===== src/rtl/if_fetch_unit.sv =====
// Instruction fetch stage: owns the fetch PC and keeps at most one
// instruction-memory read in flight. Returned words are buffered in a
// 2-entry FIFO whose head feeds the IF/ID pipeline register. A taken
// branch or jump (redirect) flushes the FIFO and squashes any read still
// in flight. When the FIFO is empty the outputs present a NOP, never stale
// data.
module if_fetch_unit #(
  parameter int                    PC_WIDTH   = 32,
  parameter int                    DATA_WIDTH = 32,
  parameter logic [PC_WIDTH-1:0]   RESET_PC   = 32'h0000_0000,
  parameter logic [DATA_WIDTH-1:0] NOP_INST   = 32'h0000_0013
) (
  input  logic                  clk,
  input  logic                  rst,
  input  logic                  stall,
  input  logic                  redirect_i,
  input  logic [PC_WIDTH-1:0]   redirect_pc_i,
  output logic                  imem_req_o,
  output logic [PC_WIDTH-1:0]   imem_addr_o,
  input  logic                  imem_gnt_i,
  input  logic                  imem_rvalid_i,
  input  logic [DATA_WIDTH-1:0] imem_rdata_i,
  output logic [PC_WIDTH-1:0]   current_pc_o,
  output logic [DATA_WIDTH-1:0] instruction_o,
  output logic                  if_valid_o
);

  // IDLE : one-cycle settle after reset release
  // REQ  : request presented, waiting for the grant (a FIFO slot is free)
  // WAIT : read granted, waiting for the data beat
  // FULL : FIFO holds two words, no room for another read
  typedef enum logic [1:0] {
    S_IDLE,
    S_REQ,
    S_WAIT,
    S_FULL
  } state_t;

  state_t                state;
  logic [PC_WIDTH-1:0]   fetch_pc;
  logic                  kill;
  logic                  req_q;

  // Two-entry FIFO of {pc, instruction}
  logic [PC_WIDTH-1:0]   fifo_pc   [2];
  logic [DATA_WIDTH-1:0] fifo_data [2];
  logic                  rd_ptr;
  logic                  wr_ptr;
  logic [1:0]            count;
  logic [1:0]            count_next;

  logic                  head_valid;
  logic                  pop;
  logic                  resp;
  logic                  push;
  logic [PC_WIDTH-1:0]   push_pc;
  logic [PC_WIDTH-1:0]   redirect_target;

  // Only the word-aligned part of the redirect address is meaningful.
  logic unused_redirect_low;
  assign unused_redirect_low = &{1'b0, redirect_pc_i[1:0]};

  assign redirect_target = {redirect_pc_i[PC_WIDTH-1:2], 2'b00};

  assign head_valid = (count != 2'd0);

  // The consumer takes the head on the same edge it is popped here.
  assign pop = !stall && head_valid;

  // A data beat is only meaningful while a read is outstanding; beats seen in
  // any other state (e.g. a read that straddled a reset) are ignored.
  assign resp = (state == S_WAIT) && imem_rvalid_i;
  assign push = resp && !kill && !redirect_i;

  // fetch_pc was advanced by 4 when the outstanding read was granted, and any
  // redirect since then has killed that read, so the pushed word's PC is
  // always fetch_pc - 4.
  assign push_pc = fetch_pc - PC_WIDTH'(4);

  // Occupancy after this edge, counting a same-cycle push and pop.
  // NOTE: every variable assigned in always_comb gets a default first, so no
  // path can leave it unassigned and infer a latch.
  always_comb begin
    count_next = count;
    if (push && !pop) begin
      count_next = count + 2'd1;
    end else if (pop && !push) begin
      count_next = count - 2'd1;
    end
  end

  // FIFO pointers and occupancy; a redirect flushes the buffer.
  // NOTE: sequential state uses non-blocking assignments so every register
  // samples the pre-edge values regardless of statement order.
  always_ff @(posedge clk) begin
    if (rst) begin
      rd_ptr <= 1'b0;
      wr_ptr <= 1'b0;
      count  <= 2'd0;
    end else if (redirect_i) begin
      rd_ptr <= 1'b0;
      wr_ptr <= 1'b0;
      count  <= 2'd0;
    end else begin
      if (push) begin
        wr_ptr <= !wr_ptr;
      end
      if (pop) begin
        rd_ptr <= !rd_ptr;
      end
      count <= count_next;
    end
  end

  // FIFO storage writes.
  // NOTE: the storage array has no reset; an entry is only ever observed
  // while count marks it valid, so its power-up contents never escape.
  always_ff @(posedge clk) begin
    if (push) begin
      fifo_pc[wr_ptr]   <= push_pc;
      fifo_data[wr_ptr] <= imem_rdata_i;
    end
  end

  // Fetch FSM: state, fetch PC, kill flag and the registered request.
  always_ff @(posedge clk) begin
    if (rst) begin
      state    <= S_IDLE;
      fetch_pc <= RESET_PC;
      kill     <= 1'b0;
      req_q    <= 1'b0;
    end else if (redirect_i) begin
      fetch_pc <= redirect_target;
      case (state)
        S_REQ: begin
          if (imem_gnt_i) begin
            // The read just granted belongs to the old path.
            state <= S_WAIT;
            kill  <= 1'b1;
            req_q <= 1'b0;
          end else begin
            state <= S_REQ;
            req_q <= 1'b1;
          end
        end
        S_WAIT: begin
          if (imem_rvalid_i) begin
            // The stale beat arrives right now and is simply not pushed.
            state <= S_REQ;
            kill  <= 1'b0;
            req_q <= 1'b1;
          end else begin
            // Still outstanding: drop it when it arrives.
            state <= S_WAIT;
            kill  <= 1'b1;
            req_q <= 1'b0;
          end
        end
        default: begin
          state <= S_REQ;
          kill  <= 1'b0;
          req_q <= 1'b1;
        end
      endcase
    end else begin
      case (state)
        S_IDLE: begin
          state <= S_REQ;
          req_q <= 1'b1;
        end
        S_REQ: begin
          if (imem_gnt_i) begin
            state    <= S_WAIT;
            req_q    <= 1'b0;
            fetch_pc <= fetch_pc + PC_WIDTH'(4);
          end
        end
        S_WAIT: begin
          if (imem_rvalid_i) begin
            kill <= 1'b0;
            if (count_next < 2'd2) begin
              state <= S_REQ;
              req_q <= 1'b1;
            end else begin
              state <= S_FULL;
              req_q <= 1'b0;
            end
          end
        end
        S_FULL: begin
          if (pop) begin
            state <= S_REQ;
            req_q <= 1'b1;
          end
        end
        default: begin
          state <= S_IDLE;
          req_q <= 1'b0;
        end
      endcase
    end
  end

  assign imem_req_o  = req_q;
  assign imem_addr_o = fetch_pc;

  // Presented instruction comes straight from the FIFO head; a bubble when empty.
  assign if_valid_o    = head_valid;
  assign current_pc_o  = head_valid ? fifo_pc[rd_ptr]   : '0;
  assign instruction_o = head_valid ? fifo_data[rd_ptr] : NOP_INST;

endmodule


===== config.mk =====
export PLATFORM = sky130hd
export DESIGN_NAME = if_fetch_unit
export DESIGN_NICKNAME = d
export VERILOG_FILES = /design/src/rtl/if_fetch_unit.sv
export SDC_FILE = /design/constraint.sdc
export NUM_CORES = 1
export LEC_CHECK = 0
export CAP_MARGIN = 10
export CELL_PAD_IN_SITES_DETAIL_PLACEMENT = 0
export CELL_PAD_IN_SITES_GLOBAL_PLACEMENT = 1
export CORE_ASPECT_RATIO = 0.5
export CORE_UTILIZATION = 54
export DETAILED_ROUTE_END_ITERATION = 10
export DONT_BUFFER_PORTS = 1
export PLACE_DENSITY = 0.85
export SLEW_MARGIN = 20
export SYNTH_ARGS = -nofsm -noshare
export SYNTH_HDL_FRONTEND = slang
export SYNTH_SLANG_ARGS = --single-unit

===== constraint.sdc =====
create_clock -name clk -period 9.46 [get_ports clk]
set_clock_uncertainty 0.05 [all_clocks]
set_input_delay 0.473 -clock clk [delete_from_list [all_inputs] [get_ports clk]]
set_output_delay 0.473 -clock clk [all_outputs]
set_load 0.01 [all_outputs]

# [Yosys cells after proc, flatten, opt, wreduce, memory -nomap -nowiden]
# Memories as Yosys holds them, arrays and structs flattened. A register that Yosys moved wholly into a read port is not among the register bits.
# Cells that the tools add are included.
[classes] addsub=4 order_cmp=1 eq_ne=7 muxes=37 reduce_logical=24
[ops] op="$mux W32" n=5
[ops] op="$add A32 B3 Y32 const B" n=1
[ops] op="$sub A32 B3 Y32 const B" n=1
[ops] op="$mux W1" n=18
[ops] op="$mux W2" n=9
[ops] op="$ne A3 B3 Y1 const B" n=4
[ops] op="$reduce_bool A2 Y1" n=5
[ops] op="$pmux W2 S4" n=1
[ops] op="$logic_not A1 Y1" n=7
[ops] op="$logic_and A1 B1 Y1" n=6
[ops] op="$reduce_and A3 Y1" n=2
[ops] op="$eq A2 B2 Y1 const B" n=2
[ops] op="$pmux W1 S2" n=2
[ops] op="$pmux W1 S4" n=1
[ops] op="$pmux W2 S2" n=1
[ops] op="$reduce_and A2 Y1" n=2
[ops] op="$add A2 B1 Y2 const B" n=1
[ops] op="$eq A2 B1 Y1 const B" n=1
[ops] op="$logic_not A2 Y1" n=1
[ops] op="$lt A2 B2 Y1 const B" n=1
[ops] op="$reduce_or A2 Y1" n=1
[ops] op="$sub A2 B1 Y2 const B" n=1
[totals] ff_bits=40 ram_bits=128 in_bits=70 out_inout_bits=98 wordCells=83 memories=2
[mem_list] name="fifo_data" depth=2 word_bits=32 rd=1 rd_ports_with_merged_regs=1 write_ports=1 line="46" source="logic [DATA_WIDTH-1:0] fifo_data [2];"
[mem_list] name="fifo_pc" depth=2 word_bits=32 rd=1 rd_ports_with_merged_regs=1 write_ports=1 line="45" source="logic [PC_WIDTH-1:0] fifo_pc [2];"

# [Longest topological paths before layout]
[depth] ltp_word=13 ltp_mapped=10 depth_no_buf=10

# [Worst setup path before layout]
# OpenSTA, ideal clock, no wires.
[synth_timing] kind="input-to-reg" start="input redirect_i" end="memory fifo_data[0][0] (enable)" setup_ps=482 t_arrival_ps=3709 required_time_ps=8928 path_slack_ps=5219 stages=4 path_buffers=1 cell_sequence="clkbuf_1 > nor3_1 > inv_1 > nor2_1"
[synth_between] elab_chain_len=4
[synth_lines] item="from (decl)" line="16" source="input logic redirect_i,"
[synth_lines] item="$logic_not A1 Y1" line="73" source="assign push = resp && !kill && !redirect_i;"
[synth_lines] item="$logic_and A1 B1 Y1" line="73"
[synth_lines] item="$mux W1" line="119" source="if (push) begin"
[synth_lines] item="$mux W1 (not written as such)" line="121" source="fifo_data[wr_ptr] <= imem_rdata_i;"
[synth_lines] item="to (decl)" line="46"
# Every way passes these cells.

==> qor.csv <==
metric;value;unit
nNetsFinal;703;
finalMaxSlewViolations;0;
ys.flop_type;edfxtp_1;
ys_async_sr_fraction;0;%
synth_edf_count;124;
start_kind;flip-flop;
netlist_instances;651;
cts_buffers;17;
pin_count;168;
drive_gt1_share;9.58;%
wl_per_cell;18.9;microns
yosysWarnings;0;
p_sw_share;25.0;%
dp_hpwl;10.4;mm
gr-usage-all-layers;21.4;%
maxCapViolations;0;
p_clk_share;42.2;%
totalPowerFinal;1.57;mW
num_rows;30;
crit_path_end_kind;output pin;
rrSetupSlack;6.96;ns
start_util;56.3;%
final_util;60.8;%
p_leak;2.78;nW
cts_tree;built;
clock-sinks;163;
critical_path_class;flip-flop to output pin;
hp-class;primary input to flip-flop;
vias;4851;
clk_latency;0.42;ns
firstDrtPassIters;6;
rr_startpoint;state[0];
period_minus_slack;2.61;ns
p_seq_share;52.5;%
setup_viol;0;
finalHoldViolCount;0;
synth_cell_type_count;59;
antenna_found_initial;0;
post-route-period-util;27.6;%
chipHeight;86.9;microns
worstMarginPinSlew;1.08;ns
grt.busiest_layer;met2;
synth_top_area_cell;edfxtp_1;
final_common_cell;edfxtp_1;
cp_max_fo;62;
met3_usage;8.18;%
grt-ovfl-total;0;
cp.arrival;2.08;ns
status;complete, no violations;
port_buffers;0;
clk_pin_slew;0.07;ns
htreeDepth;4;
met2_usage;34.5;%
relSlewSlack;27.8;%
dieArea;14900;sq um
powerDensity;187;nW/um^2
dr.first_iter.drc_count;335;
cts_max_path_buffers;2;
avgSynthCellArea;12.0;sq um
postPlaceCellArea;7810;sq um
p_int;1.18;mW
vdd_drop_max;108;uV
fmax;0.384;GHz
coreArea;13800;sq um
holdBufCountCts;0;
required;8.94;ns
antenna_cells;0;
reg2reg_depth;7;
pwr-share-comb;5.3;%
p_sw;0.392;mW
netlist_area;7780;sq um
ctsResizeCount;0;
grt_pass1_wl;23.9;mm
die_w;172;microns
rsz0062_at_grt;no;
fin_tns_setup;0;ns
synth-seq-cells;163;
r2r_end;fifo_data[0][23];
areaGrowthSynthToFinish;7.91;%
ant_nets;0;
fillerInstances;1110;
synth_area_leaders;edfxtp_1, dfxtp_1, mux2i_1;
fin_area;8400;sq um
clockRootBuffer;clkbuf_16;
grt_pass1_vias;4572;
seq_area_frac_synth;57.9;%
avgViaCountPerCell;5.85;
drt_drc_violations_left;0;
worstSetupEndpoint;current_pc_o[14];
post_cts_buffers;0;
place_congestion;0.855;
routed_wl;15.7;mm
synth_top_cell_area_share;47.8;%
final_cell_mix;edfxtp_1, nor2_1, mux2i_1;
grt_max_degree;63;
met1_usage;27.3;%
[metal layers]
| metal | wire length (microns) | part of all wire [%] |
|---|---|---|
| met5 | 0 | 0 |
| met1 | 7030 | 45 |
| met3 | 1480 | 9.4 |
| met2 | 7000 | 45 |
| met4 | 189 | 1.2 |
[stage by stage]
step           std cells  setup slack [ns]  hold slack [ns]
3_5_place_dp         797              6.98            0.441
4_1_cts              829              6.82           0.0558
5_1_grt              829              6.68           0.0571
2_1_floorplan        654              5.22            0.412
6_report             829              6.85           0.0741
3_3_place_gp         797              6.99            0.426
[synthesized netlist by cell type (8+ instances only)]
master      n
nor2_1     95
clkbuf_1   22
nand4_1    10
buf_1      10
dfxtp_1    39
mux2i_1    64
buf_2       8
and4_1     12
buf_4       9
nor4_1     17
a21oi_1     8
nand2_1    27
xnor2_1    17
xor2_1     22
inv_1      28
nor3_1     17
ha_1        9
nand3_1     8
edfxtp_1  124
a211oi_1   19
[cell type report]
cell class | count | area [sq um] | share of cell area (%)
clock buffers | 17 | 425 | 5.07
clock inverters | 15 | 160 | 1.91
inverters | 28 | 105 | 1.25
multi-input cells | 410 | 2930 | 34.9
flip-flops and latches | 163 | 4510 | 53.7
well taps | 192 | 240 | 2.86
repair buffers | 4 | 30.0 | 0.358
[power groups by stage]
stage / logic [mW] / registers [mW] / clock network [mW]
2_1_floorplan: 0.0877 / 0.819 / 0
3_3_place_gp: 0.0802 / 0.838 / 0
3_5_place_dp: 0.0827 / 0.839 / 0
4_1_cts: 0.0832 / 0.823 / 0.674
5_1_grt: 0.0931 / 0.826 / 0.703
6_report: 0.0832 / 0.823 / 0.662
[sequential cells by signal, indices dropped and copies added (netlist names), 2 cells and up, named ones only]
signal and cells:
imem_addr_o 30, count 2, fifo_pc 60, fifo_data 64
state 2
[critical path: stages, from the launching register on]
cell and delay [ns]:
dfxtp_4 1.05, mux2i_1 0.18, nor2_1 0.43
[worst min-delay path by stage]
stage / endpoint / slack (ns) / start / cells after the start
4_1_cts: imem_addr_o[2] / 0.06 / rst / 1
3_3_place_gp: kill / 0.43 / kill / 2
6_report: imem_addr_o[15] / 0.07 / rst / 1
5_1_grt: imem_addr_o[14] / 0.06 / rst / 1
3_5_place_dp: kill / 0.44 / kill / 2
2_1_floorplan: kill / 0.41 / kill / 2
[cells by family after synthesis]
| family | count (synthesis) | synth area share, % |
|---|---|---|
| muxes | 64 | 8.23 |
| xor gates and xnor gates | 39 | 4.39 |
| other | 1 | 0.0482 |
| buffers and inverters | 81 | 4.77 |
| adders and majority gates | 9 | 1.45 |
| AOI/OAI and AO/OA | 67 | 6.85 |
| and+or+nand+nor | 227 | 16.4 |
| DFF | 163 | 57.9 |
Note: power is estimated with default switching activity, not from simulation.
